**config.mk**
```make
export PLATFORM = sky130hd
export DESIGN_NAME = fft_stage_sequencer_flat
export DESIGN_NICKNAME = d
export VERILOG_FILES = /design/src/rtl/fft_seq_pkg.sv /design/src/rtl/fft_stage_sequencer_if.sv /design/src/rtl/fft_bf_addr_gen.sv /design/src/rtl/fft_stage_sequencer.sv /design/src/flat_wrapper.sv
export SDC_FILE = /design/constraint.sdc
export NUM_CORES = 1
export LEC_CHECK = 0
export BUFFER_PORTS_ARGS = -buffer_cell sky130_fd_sc_hd__buf_2
export CAP_MARGIN = 20
export CORE_MARGIN = 3
export CORE_UTILIZATION = 53
export DETAILED_ROUTE_END_ITERATION = 8
export GPL_TIMING_DRIVEN = 1
export PLACE_DENSITY = 0.79
export SKIP_CTS_REPAIR_TIMING = 1
export SYNTH_ARGS = -nofsm -noshare
export SYNTH_HDL_FRONTEND = slang
export SYNTH_SLANG_ARGS = --single-unit
```
**constraint.sdc**
```tcl
create_clock -name clk -period 5.6 [get_ports clk]
set_input_delay 1.68 -clock clk [delete_from_list [all_inputs] [get_ports clk]]
set_output_delay 1.68 -clock clk [all_outputs]
set_load 0.05 [all_outputs]
```
**src/rtl/fft_seq_pkg.sv**
```systemverilog
// rtl/fft_seq_pkg.sv - shared state encoding and size helpers for the FFT stage sequencer
package fft_seq_pkg;

    localparam int MAX_LOG2_DEF = 5;
    localparam int MAX_N        = 1 << MAX_LOG2_DEF;

    typedef enum logic [1:0] {
        ST_IDLE,
        ST_ISSUE,
        ST_DRAIN,
        ST_DONE
    } seq_state_t;

    // Index of the highest set bit; for a power of two this is log2(n).
    function automatic int size_log2(input logic [31:0] n);
        int r;
        r = 0;
        for (int i = 0; i < 32; i++) begin
            if (n[i]) r = i;
        end
        return r;
    endfunction

    // A transform size is usable when it is a power of two in 2..2^max_log2.
    function automatic logic size_legal(input logic [31:0] n, input int max_log2);
        return (n >= 32'd2) && ((n & (n - 32'd1)) == 32'd0) && (n <= (32'd1 << max_log2));
    endfunction

endpackage

```
**src/rtl/fft_stage_sequencer_if.sv**
```systemverilog
// rtl/fft_stage_sequencer_if.sv - butterfly request / write-back handshake between sequencer and datapath
interface fft_stage_sequencer_if
    import fft_seq_pkg::*;
#(
    parameter int ADDR_WIDTH = MAX_LOG2_DEF,
    parameter int TW_WIDTH   = MAX_LOG2_DEF - 1
);
    logic                  bf_valid;
    logic                  bf_ready;
    logic [ADDR_WIDTH-1:0] bf_addr_a;
    logic [ADDR_WIDTH-1:0] bf_addr_b;
    logic [TW_WIDTH-1:0]   bf_tw_idx;
    logic [3:0]            bf_stage;
    logic                  wb_valid;

    modport master (
        output bf_valid, bf_addr_a, bf_addr_b, bf_tw_idx, bf_stage,
        input  bf_ready, wb_valid
    );

    modport slave (
        input  bf_valid, bf_addr_a, bf_addr_b, bf_tw_idx, bf_stage,
        output bf_ready, wb_valid
    );
endinterface

```
**src/rtl/fft_bf_addr_gen.sv**
```systemverilog
// rtl/fft_bf_addr_gen.sv - registered butterfly leg addresses and twiddle index for (stage, k)
module fft_bf_addr_gen
    import fft_seq_pkg::*;
#(
    parameter int MAX_LOG2   = 5,
    parameter int ADDR_WIDTH = MAX_LOG2,
    parameter int TW_WIDTH   = MAX_LOG2 - 1
)(
    input  logic                  clk,
    input  logic                  rst,
    input  logic                  en,
    input  logic [3:0]            s,
    input  logic [TW_WIDTH-1:0]   k,
    output logic [ADDR_WIDTH-1:0] addr_a,
    output logic [ADDR_WIDTH-1:0] addr_b,
    output logic [TW_WIDTH-1:0]   tw_idx
);
    logic [ADDR_WIDTH-1:0] k_ext;
    logic [ADDR_WIDTH-1:0] half;
    logic [ADDR_WIDTH-1:0] j;
    logic [ADDR_WIDTH-1:0] a_nxt;
    logic [3:0]            tw_sh;

    // Split k into group (upper bits) and offset j within the group, then re-insert a zero at bit s.
    always_comb begin
        k_ext = ADDR_WIDTH'(k);
        half  = ADDR_WIDTH'(1) << s;
        j     = k_ext & (half - ADDR_WIDTH'(1));
        a_nxt = ((k_ext >> s) << (s + 4'd1)) | j;
        tw_sh = 4'(MAX_LOG2 - 1) - s;
    end

    // Outputs only move when a new request is loaded, so they hold while the datapath stalls.
    always_ff @(posedge clk) begin
        if (rst) begin
            addr_a <= '0;
            addr_b <= '0;
            tw_idx <= '0;
        end else if (en) begin
            addr_a <= a_nxt;
            addr_b <= a_nxt + half;
            tw_idx <= TW_WIDTH'(j << tw_sh);
        end
    end

endmodule

```
**src/rtl/fft_stage_sequencer.sv**
```systemverilog
// rtl/fft_stage_sequencer.sv - in-place DIT FFT stage sequencer; FFT_SEQ_STALL_CNT_EN adds stall_cycles
module fft_stage_sequencer
    import fft_seq_pkg::*;
#(
    parameter int MAX_LOG2   = 5,
    parameter int SIZE_WIDTH = 11,
    parameter int ADDR_WIDTH = MAX_LOG2,
    parameter int TW_WIDTH   = MAX_LOG2 - 1,
    parameter int OUT_WIDTH  = MAX_LOG2
)(
    input  logic                  clk,
    input  logic                  rst,
    input  logic                  fft_start,
    input  logic [SIZE_WIDTH-1:0] fft_size,
    output logic                  busy,
    output logic                  size_err,
    output logic                  fft_done,
    fft_stage_sequencer_if.master bf
`ifdef FFT_SEQ_STALL_CNT_EN
    ,
    output logic [15:0]           stall_cycles
`endif
);
    seq_state_t             state;
    logic [3:0]             stage;
    logic [3:0]             last_stage;
    logic [3:0]             s_nxt;
    logic [TW_WIDTH-1:0]    k;
    logic [TW_WIDTH-1:0]    k_last;
    logic [TW_WIDTH-1:0]    k_nxt;
    logic [OUT_WIDTH-1:0]   outstanding;
    logic                   load;
    logic                   accept;
    logic                   start_legal;
    logic                   drained;

    assign start_legal = size_legal(32'(fft_size), MAX_LOG2);
    assign accept      = bf.bf_valid && bf.bf_ready;
    assign drained     = (outstanding == '0);
    assign bf.bf_stage = stage;

    // Decide whether a new butterfly request is presented next cycle and which (stage, k) it is.
    always_comb begin
        load  = 1'b0;
        s_nxt = stage;
        k_nxt = k;
        case (state)
            ST_IDLE: begin
                if (fft_start && start_legal) begin
                    load  = 1'b1;
                    s_nxt = 4'd0;
                    k_nxt = '0;
                end
            end
            ST_ISSUE: begin
                if (accept && (k != k_last)) begin
                    load  = 1'b1;
                    k_nxt = k + TW_WIDTH'(1);
                end
            end
            ST_DRAIN: begin
                if (drained && (stage != last_stage)) begin
                    load  = 1'b1;
                    s_nxt = stage + 4'd1;
                    k_nxt = '0;
                end
            end
            default: ;
        endcase
    end

    fft_bf_addr_gen #(
        .MAX_LOG2   (MAX_LOG2),
        .ADDR_WIDTH (ADDR_WIDTH),
        .TW_WIDTH   (TW_WIDTH)
    ) u_addr_gen (
        .clk    (clk),
        .rst    (rst),
        .en     (load),
        .s      (s_nxt),
        .k      (k_nxt),
        .addr_a (bf.bf_addr_a),
        .addr_b (bf.bf_addr_b),
        .tw_idx (bf.bf_tw_idx)
    );

    // Main sequencing FSM: issue all butterflies of a stage, drain write-backs, advance or finish.
    always_ff @(posedge clk) begin
        if (rst) begin
            state       <= ST_IDLE;
            busy        <= 1'b0;
            size_err    <= 1'b0;
            fft_done    <= 1'b0;
            bf.bf_valid <= 1'b0;
            stage       <= 4'd0;
            last_stage  <= 4'd0;
            k           <= '0;
            k_last      <= '0;
        end else begin
            size_err <= 1'b0;
            fft_done <= 1'b0;
            case (state)
                ST_IDLE: begin
                    if (fft_start) begin
                        if (start_legal) begin
                            state       <= ST_ISSUE;
                            busy        <= 1'b1;
                            bf.bf_valid <= 1'b1;
                            stage       <= 4'd0;
                            k           <= '0;
                            last_stage  <= 4'(size_log2(32'(fft_size)) - 1);
                            k_last      <= TW_WIDTH'(32'(fft_size >> 1) - 32'd1);
                        end else begin
                            size_err <= 1'b1;
                        end
                    end
                end
                ST_ISSUE: begin
                    if (accept) begin
                        if (k == k_last) begin
                            bf.bf_valid <= 1'b0;
                            state       <= ST_DRAIN;
                        end else begin
                            k <= k_nxt;
                        end
                    end
                end
                ST_DRAIN: begin
                    if (drained) begin
                        if (stage != last_stage) begin
                            stage       <= s_nxt;
                            k           <= '0;
                            bf.bf_valid <= 1'b1;
                            state       <= ST_ISSUE;
                        end else begin
                            busy     <= 1'b0;
                            fft_done <= 1'b1;
                            state    <= ST_DONE;
                        end
                    end
                end
                default: begin
                    state <= ST_IDLE;
                end
            endcase
        end
    end

    // Butterflies accepted but not yet written back; stray write-backs at zero are dropped.
    always_ff @(posedge clk) begin
        if (rst) begin
            outstanding <= '0;
        end else begin
            case ({accept, bf.wb_valid && !drained})
                2'b10:   outstanding <= outstanding + OUT_WIDTH'(1);
                2'b01:   outstanding <= outstanding - OUT_WIDTH'(1);
                default: outstanding <= outstanding;
            endcase
        end
    end

`ifdef FFT_SEQ_STALL_CNT_EN
    // Saturating count of cycles lost to datapath back-pressure or write-back draining.
    always_ff @(posedge clk) begin
        if (rst) begin
            stall_cycles <= 16'd0;
        end else if ((state == ST_IDLE) && fft_start && start_legal) begin
            stall_cycles <= 16'd0;
        end else if (((bf.bf_valid && !bf.bf_ready) || (state == ST_DRAIN)) &&
                     (stall_cycles != 16'hFFFF)) begin
            stall_cycles <= stall_cycles + 16'd1;
        end
    end
`endif

endmodule

```
**src/flat_wrapper.sv**
```systemverilog
// flat-port wrapper written by rule: the top's interface ports become plain ports
module fft_stage_sequencer_flat import fft_seq_pkg::*;
#(
    parameter int MAX_LOG2   = 5,
    parameter int SIZE_WIDTH = 11,
    parameter int ADDR_WIDTH = MAX_LOG2,
    parameter int TW_WIDTH   = MAX_LOG2 - 1,
    parameter int OUT_WIDTH  = MAX_LOG2
)
  (clk, rst, fft_start, fft_size, busy, size_err, fft_done, bf_bf_valid, bf_bf_addr_a, bf_bf_addr_b, bf_bf_tw_idx, bf_bf_stage, bf_bf_ready, bf_wb_valid);
  fft_stage_sequencer_if #(.ADDR_WIDTH(ADDR_WIDTH), .TW_WIDTH(TW_WIDTH)) bf_i ();
  input  logic clk;
  input  logic rst;
  input  logic fft_start;
  input  logic [SIZE_WIDTH-1:0] fft_size;
  output logic busy;
  output logic size_err;
  output logic fft_done;
  output wire logic [$bits(bf_i.bf_valid)-1:0] bf_bf_valid;
  output wire logic [$bits(bf_i.bf_addr_a)-1:0] bf_bf_addr_a;
  output wire logic [$bits(bf_i.bf_addr_b)-1:0] bf_bf_addr_b;
  output wire logic [$bits(bf_i.bf_tw_idx)-1:0] bf_bf_tw_idx;
  output wire logic [$bits(bf_i.bf_stage)-1:0] bf_bf_stage;
  input wire logic [$bits(bf_i.bf_ready)-1:0] bf_bf_ready;
  input wire logic [$bits(bf_i.wb_valid)-1:0] bf_wb_valid;
  assign bf_bf_valid = bf_i.bf_valid;
  assign bf_bf_addr_a = bf_i.bf_addr_a;
  assign bf_bf_addr_b = bf_i.bf_addr_b;
  assign bf_bf_tw_idx = bf_i.bf_tw_idx;
  assign bf_bf_stage = bf_i.bf_stage;
  assign bf_i.bf_ready = bf_bf_ready;
  assign bf_i.wb_valid = bf_wb_valid;
  fft_stage_sequencer #(.MAX_LOG2(MAX_LOG2), .SIZE_WIDTH(SIZE_WIDTH), .ADDR_WIDTH(ADDR_WIDTH), .TW_WIDTH(TW_WIDTH), .OUT_WIDTH(OUT_WIDTH)) u_core (.clk(clk), .rst(rst), .fft_start(fft_start), .fft_size(fft_size), .busy(busy), .size_err(size_err), .fft_done(fft_done), .bf(bf_i));
endmodule
```
==> results of run 1 <==
-- state kept, by name, summed over array words and instances, names as in the netlist --
register	cells
u_core.last_stage	4
u_core.u_addr_gen.addr_a	5
u_core.size_err	1
u_core.u_addr_gen.tw_idx	4
u_core.outstanding	5
u_core.bf.bf_stage	4
u_core.bf.bf_valid	1
u_core.k_last	4
u_core.k	4
u_core.fft_done	1
u_core.state	2
u_core.busy	1
u_core.u_addr_gen.addr_b	5
-- cells by family after synthesis --
| family | after synthesis | synth area share |
|---|---|---|
| flip-flops | 41 | 0.266 |
| multiplexers | 4 | 0.0138 |
| AND/OR/NAND/NOR | 148 | 0.237 |
| adder cells (fa/ha/maj) | 25 | 0.105 |
| buffers and inverters | 39 | 0.0559 |
| XOR/XNOR | 24 | 0.0681 |
| AO/OA/AOI/OAI | 105 | 0.254 |
-- power breakdown --
group          switching [mW]  internal (mW)
combinational          0.0269         0.0169
sequential           0.000345          0.292
clock                  0.0994         0.0978
total                   0.127          0.407
-- per-layer routing --
layer	vias up	part of all wire	track usage
met2	100	0.48	0.393
met3	10	0.055	0.0401
li1	1510	-	-
met1	1437	0.45	0.325
met5	-	0	0
met4	0	0.015	0.0664
-- worst min-delay path, cell delays in order (launching register included) --
cell,delay (ns)
dfxtp_1,0.31
nand2_1,0.05
a21oi_1,0.05
-- worst max path at each step --
stage / slack (ns) / endpoint
after global routing: -0.14 / u_core.u_addr_gen.addr_b[4]$_SDFFE_PP0P_
after CTS: 0.14 / u_core.u_addr_gen.addr_b[4]$_SDFFE_PP0P_
after global placement: -0.03 / u_core.u_addr_gen.addr_b[4]$_SDFFE_PP0P_
after floorplan: 0.11 / u_core.u_addr_gen.addr_b[4]$_SDFFE_PP0P_
after detailed placement: -0.14 / u_core.u_addr_gen.addr_b[4]$_SDFFE_PP0P_
final: 0.12 / u_core.u_addr_gen.addr_b[4]$_SDFFE_PP0P_
-- cells in the final DEF, fill, tap and decap left out, types with 6 or more instances in the layout --
master / n
buf_2: 37
xnor2_1: 16
nand2_1: 39
a211oi_1: 8
nor2_1: 53
inv_1: 19
a311oi_1: 7
buf_4: 37
ha_1: 21
clkbuf_8: 6
a21oi_1: 35
a21o_1: 8
o21ai_0: 6
or3_1: 6
nor3_1: 7
xor2_1: 7
dfxtp_1: 41
-- synth_stat cells (3+ instances only) --
master / instances / area, sq um
and2_1: 5 / 31.3
or3_1: 6 / 37.5
a311oi_1: 7 / 61.3
nor2_1: 53 / 199
xnor2_1: 16 / 140
buf_2: 3 / 15.0
a211oi_1: 8 / 60.1
dfxtp_1: 41 / 821
o2111ai_1: 3 / 26.3
clkbuf_1: 12 / 45.0
xor2_1: 8 / 70.1
a21o_1: 8 / 60.1
o21ai_0: 6 / 30.0
and3_1: 5 / 31.3
nand2b_1: 3 / 18.8
a21oi_1: 35 / 175
inv_1: 19 / 71.3
nand2_1: 39 / 146
nand4_1: 5 / 31.3
nand3_1: 5 / 25.0
buf_6: 3 / 33.8
o211ai_1: 3 / 22.5
nor2b_1: 3 / 18.8
nor3_1: 7 / 35.0
o21a_1: 4 / 30.0
o31ai_1: 3 / 22.5
ha_1: 22 / 275
-- final cells by class --
type	count	area (sq um)
Multi-Input combinational cell	306	2140
Sequential cell	41	821
Fill cell	461	1890
Tap cell	72	90.1
Clock buffer	7	86.3
Timing Repair Buffer	74	463
Inverter	21	78.8
-- stage by stage --
step           setup TNS [ns]  area (sq um)  hold WS (ns)
5_1_grt                -0.145          3680         0.475
3_5_place_dp           -0.142          3530         0.445
3_3_place_gp          -0.0307          3530         0.437
6_report                    0          3680         0.452
4_1_cts                     0          3620         0.458
2_1_floorplan               0          3090         0.445
==> results by group, run 1 <==
Status
  – Outcome: complete, no violations

Critical path
  – Crit Path Class: in -> reg
  – Critical Path End Type: flip-flop
  – Startpoint types: input pin
  – Worst EP required: 5.81 ns
  – Slowest CP cell: or4b_4
  – Worst R2R Setup Slack: 1.17 ns
  – Crit path from: fft_size[2]
  – R2R Path End: u_core.u_addr_gen.addr_b[4]$_SDFFE_PP0P_
  – Worst path cell trace: buf_2 > inv_1 > ha_1 > or4b_4 > o211a_4 > o2111ai_2 > a21o_1 > a21o_1 > inv_2 > ha_1 > ha_1 > inv_1 > o31ai_1 > xor2_1 > a21oi_1 > a41oi_2 > nand2_1 > ha_1 > o21ai_0 > nand2b_1 > and3_1 > o31ai_2 > nor2_1 > a311oi_1
  – Worst Path Buf+Inv: 4
  – Arr. time, crit path: approximately 5.7 ns
  – Top Family by Delay on Critical Path: compound AO/OA/AOI/OAI gates
  – Critical path's largest stage delay: 0.48 ns
  – Worst path depth: 24
  – Reg2reg path depth: 20
  – Crit path top cell by count: ha_1
  – RR Startpoint: u_core.outstanding[0]$_SDFFE_PP0P_
  – CP Max Fanout: 3

Drt
  – Final wirelength: just under 8000 um
  – DR iter-0 viols: 241
  – Via density per instance: around 5.9
  – Post-route ant nets: 0
  – DRT Pass-1 Iters: 5
  – Wire per inst: roughly 15 um
  – # DRC: 0
  – Via count: about 3000

Synthesis
  – Yosys warning total: 0
  – Post-synth EDFFs: 0
  – Syn_area_per_cell: between 7 and 8 sq um
  – Synth Net Count: roughly 430
  – Async S/R FF share, synth: 0
  – Post-synth cell types: between 60 and 70
  – Cells after Synth: between 300 and 400
  – Sequential area share after synthesis: 0.266
  – Mapped Area: 3090 sq um
  – Main flop type after synthesis: dfxtp_1
  – Yosys reg bits: around 40

Placement
  – Placed Cells: 512
  – Final HPWL DP: 5930 um
  – Final GP Congestion: between 0.9 and 1
  – IO buf count: 37
  – Dpl ws: -0.142 ns

Die
  – Core ar.: 5570 sq um
  – Die Y: a little over 80 um
  – Die X: slightly above 80 um
  – Die area: 6780 sq um
  – Initial Util: 0.554
  – # IOs: 38
  – Rows: 27

Hold path
  – Worst Min Path Start: u_core.u_addr_gen.addr_b[2]$_SDFFE_PP0P_
  – Min-delay worst type: reg -> reg
  – Worst Hold End: u_core.u_addr_gen.addr_b[2]$_SDFFE_PP0P_
  – Worst hold path depth: 2

GRT
  – Initial antenna violation count: 0
  – GR Util All Layers: 0.241
  – Gr ovfl total: 0
  – Largest net degree at the start of global routing: 43
  – Vias in the first global route: 2714
  – First-pass GRT wire length: approximately 13000 um

Final layout
  – Layout area overhead: 19.2%
  – Diode count: 0
  – Fin cells: 521
  – Final net count: roughly 490
  – Finished Core Util: 0.660
  – Ratio of cells with drive above 1 in the final layout: 0.247

Timing
  – Final worst path period share: 0.979
  – Actual slew at the worst max-slew pin: ~0.77 ns
  – Max Fclk: approximately 180 MHz
  – Fin worst setup slack: roughly 0.12 ns
  – Worst slew margin: 0.486
  – Pins Over Slew Limit: 0
  – Fin crit period: 5.48 ns
  – Final setup vio count: 0
  – Final hold violation count: 0
  – Worst Skew: 0.00759 ns

CTS
  – Clock sinks: 41
  – Register clock-pin slew on the reported worst setup and hold paths: 0.07 ns
  – Root Driver: clkbuf_8
  – Worst skew pair latency: about 0.30 ns
  – Longest Clk Path Bufs: 2
  – CTS tree: yes
  – Total CTS buffers: 5
  – H-tree Lvls: 2

Pwr
  – PwrDens: ~140 nW/um^2
  – Peak supply drop: a little under 0.09 mV
  – PnR Total Power: ~0.53 mW
  – Leakage: between 1.5 and 2 nW

Flow run
  – Max cap viols: 0
(Power assumes the default switching activity.)
==> inputs of run 2 (changes only) <==
--- a/config.mk
+++ b/config.mk
@@ -5,13 +5,13 @@
 export SDC_FILE = /design/constraint.sdc
 export NUM_CORES = 1
 export LEC_CHECK = 0
-export BUFFER_PORTS_ARGS = -buffer_cell sky130_fd_sc_hd__buf_2
 export CAP_MARGIN = 20
 export CORE_MARGIN = 3
-export CORE_UTILIZATION = 53
+export CORE_UTILIZATION = 58
 export DETAILED_ROUTE_END_ITERATION = 8
+export DONT_BUFFER_PORTS = 1
 export GPL_TIMING_DRIVEN = 1
-export PLACE_DENSITY = 0.79
+export PLACE_DENSITY = 0.78
 export SKIP_CTS_REPAIR_TIMING = 1
 export SYNTH_ARGS = -nofsm -noshare
 export SYNTH_HDL_FRONTEND = slang
==> run 2 against run 1 <==
Critical path depth decreased by 1; power up 13%; design area shrank 6.9%; wire length down 2.8%; critical endpoint unchanged.
==> results by group, run 2 (synthesized netlist as in run 1, its figures left out) <==
GRT
  – Initial antenna violation count: 0
  – Vias in the first global route: approximately 2700
  – Largest net degree at the start of global routing: 43
  – Gr ovfl total: 0
  – GR Util All Layers: 0.256
  – First-pass GRT wire length: 12800 um

Critical path
  – Worst EP required: 5.82 ns
  – Critical Path End Type: flip-flop
  – RR Startpoint: u_core.bf.bf_stage[3]$_SDFFE_PP0P_
  – Arr. time, crit path: 5.62 ns
  – Reg2reg path depth: 20
  – R2R Path End: u_core.u_addr_gen.addr_b[4]$_SDFFE_PP0P_
  – Worst R2R Setup Slack: approximately 1.1 ns
  – Startpoint types: input pin
  – Crit Path Class: in -> reg
  – CP Max Fanout: 7

Final layout
  – Most frequent cells in the layout: nor2_1 (53), dfxtp_1 (41), nand2_1 (39), a21oi_1 (35), buf_4 (23)
  – Ratio of cells with drive above 1 in the final layout: 0.155
  – Regs by FF count: u_core.outstanding: 5 flops, u_core.u_addr_gen.addr_a: 5 flops, u_core.u_addr_gen.addr_b: 5 flops
  – Diode count: 0
  – Final net count: between 400 and 500
  – Fin cells: between 400 and 500
  – Layout area overhead: 10.9%
  – Layout filler cell count: ~420
  – Commonest non-fill, non-tap cell in the layout: nor2_1

Drt
  – Via count: around 2900
  – DR iter-0 viols: 274
  – # DRC: 0
  – Via density per instance: around 6.3
  – Wire per inst: around 16 um
  – Post-route ant nets: 0
  – Final wirelength: between 7000 and 8000 um
  – DRT Pass-1 Iters: 5

Pwr
  – PwrDens: ~180 nW/um^2
  – Peak supply drop: roughly 0.18 mV
  – PnR Total Power: around 0.60 mW
  – Leakage: between 1 and 1.5 nW

CTS
  – H-tree Lvls: 2
  – Root Driver: clkbuf_8
  – CTS tree: yes
  – Register clock-pin slew on the reported worst setup and hold paths: 0.08 ns
  – Longest Clk Path Bufs: 2
  – Worst skew pair latency: around 0.30 ns
  – Total CTS buffers: 5
  – Clock sinks: roughly 40

Die
  – Die area: slightly above 6000 sq um
  – Die Y: just under 80 um
  – Rows: 25
  – Initial Util: 0.625
  – Die X: approximately 79 um
  – # IOs: 38
  – Core ar.: slightly below 5000 sq um

Placement
  – Final HPWL DP: around 5700 um
  – Placed Cells: 457
  – Final GP Congestion: ~0.9
  – IO buf count: 0

Status
  – Outcome: complete, no violations

Timing
  – Final worst path period share: 0.966
  – Final setup vio count: 0
  – Worst Skew: 0.00876 ns
  – Worst slew margin: 0.549
  – Pins Over Slew Limit: 0
  – Max Fclk: 185 MHz
  – Actual slew at the worst max-slew pin: 0.675 ns
  – Final hold violation count: 0
  – Fin crit period: around 5.4 ns

Flow run
  – Max cap viols: 0

Hold path
  – Worst Hold End: u_core.last_stage[2]$_SDFFE_PP0P_
  – Worst Min Path Start: u_core.last_stage[2]$_SDFFE_PP0P_
  – Worst hold path depth: 2
  – Min-delay worst type: reg -> reg
## run 2: critical path: stages
cell	delay (ns)
inv_1	0.06
ha_2	0.20
or4b_4	0.48
o211a_4	0.29
o2111ai_2	0.11
a21o_1	0.18
a21o_1	0.18
inv_2	0.05
ha_1	0.20
ha_2	0.20
nand2_1	0.09
ha_2	0.21
xor2_2	0.16
nand2_1	0.10
nand2_1	0.09
ha_1	0.26
nor2b_1	0.14
o21ai_0	0.15
nand2b_1	0.12
and3_1	0.20
o31ai_2	0.22
nor2_1	0.06
a311oi_1	0.20
## run 2: stage by stage
stage / worst slack [ns] / TNS (ns) / hold WS, ns / area [sq um] / utilization
CTS: 0.136 / 0 / 0.479 / 3380 / 0.683
global route: -0.0652 / -0.0652 / 0.496 / 3430 / 0.693
detailed placement: -0.168 / -0.168 / 0.468 / 3240 / 0.656
global placement: 0.0492 / 0 / 0.451 / 3240 / 0.656
floorplan: 0.107 / 0 / 0.445 / 3090 / -
finish: 0.193 / 0 / 0.471 / 3430 / 0.693
## run 2: report_power, final
group          leakage [nW]  internal [mW]  total [mW]  switching, mW
logic                 0.963         0.0108      0.0229         0.0121
registers             0.330          0.292       0.294        0.00254
clock network        0.0681          0.177       0.284          0.106
## run 2: per-layer routing
metal  track usage  vias to the layer above  wire length (um)  part of all wire
li1              -                     1410                 -                 -
met1         0.337                     1399              3350              0.44
met2         0.407                      103              3570              0.47
met3        0.0635                       13               557             0.073
met4        0.0928                        0               131             0.017
met5             0                        -                 0                 0
## run 2: layout make-up
cell class / count / area [sq um] / area share
Tap cell: 67 / 83.8 / 0.0245
Multi-Input combinational cell: 306 / 2140 / 0.623
Timing Repair Buffer: 23 / 173 / 0.0504
Clock buffer: 5 / 68.8 / 0.0201
Sequential cell: 41 / 821 / 0.240
Clock inverter: 3 / 65.1 / 0.0190
Inverter: 21 / 78.8 / 0.0230
## run 2: worst max path at each step
| stage | startpoint | to | cells after the start |
|---|---|---|---|
| floorplan | fft_size[2] | u_core.u_addr_gen.addr_b[4]$_SDFFE_PP0P_ | 23 |
| global placement | fft_size[1] | u_core.u_addr_gen.addr_b[4]$_SDFFE_PP0P_ | 23 |
| detailed placement | fft_size[1] | u_core.u_addr_gen.addr_b[4]$_SDFFE_PP0P_ | 23 |
| CTS | fft_size[1] | u_core.u_addr_gen.addr_b[4]$_SDFFE_PP0P_ | 23 |
| global route | fft_size[1] | u_core.u_addr_gen.addr_b[4]$_SDFFE_PP0P_ | 23 |
| finish | fft_size[1] | u_core.u_addr_gen.addr_b[4]$_SDFFE_PP0P_ | 23 |
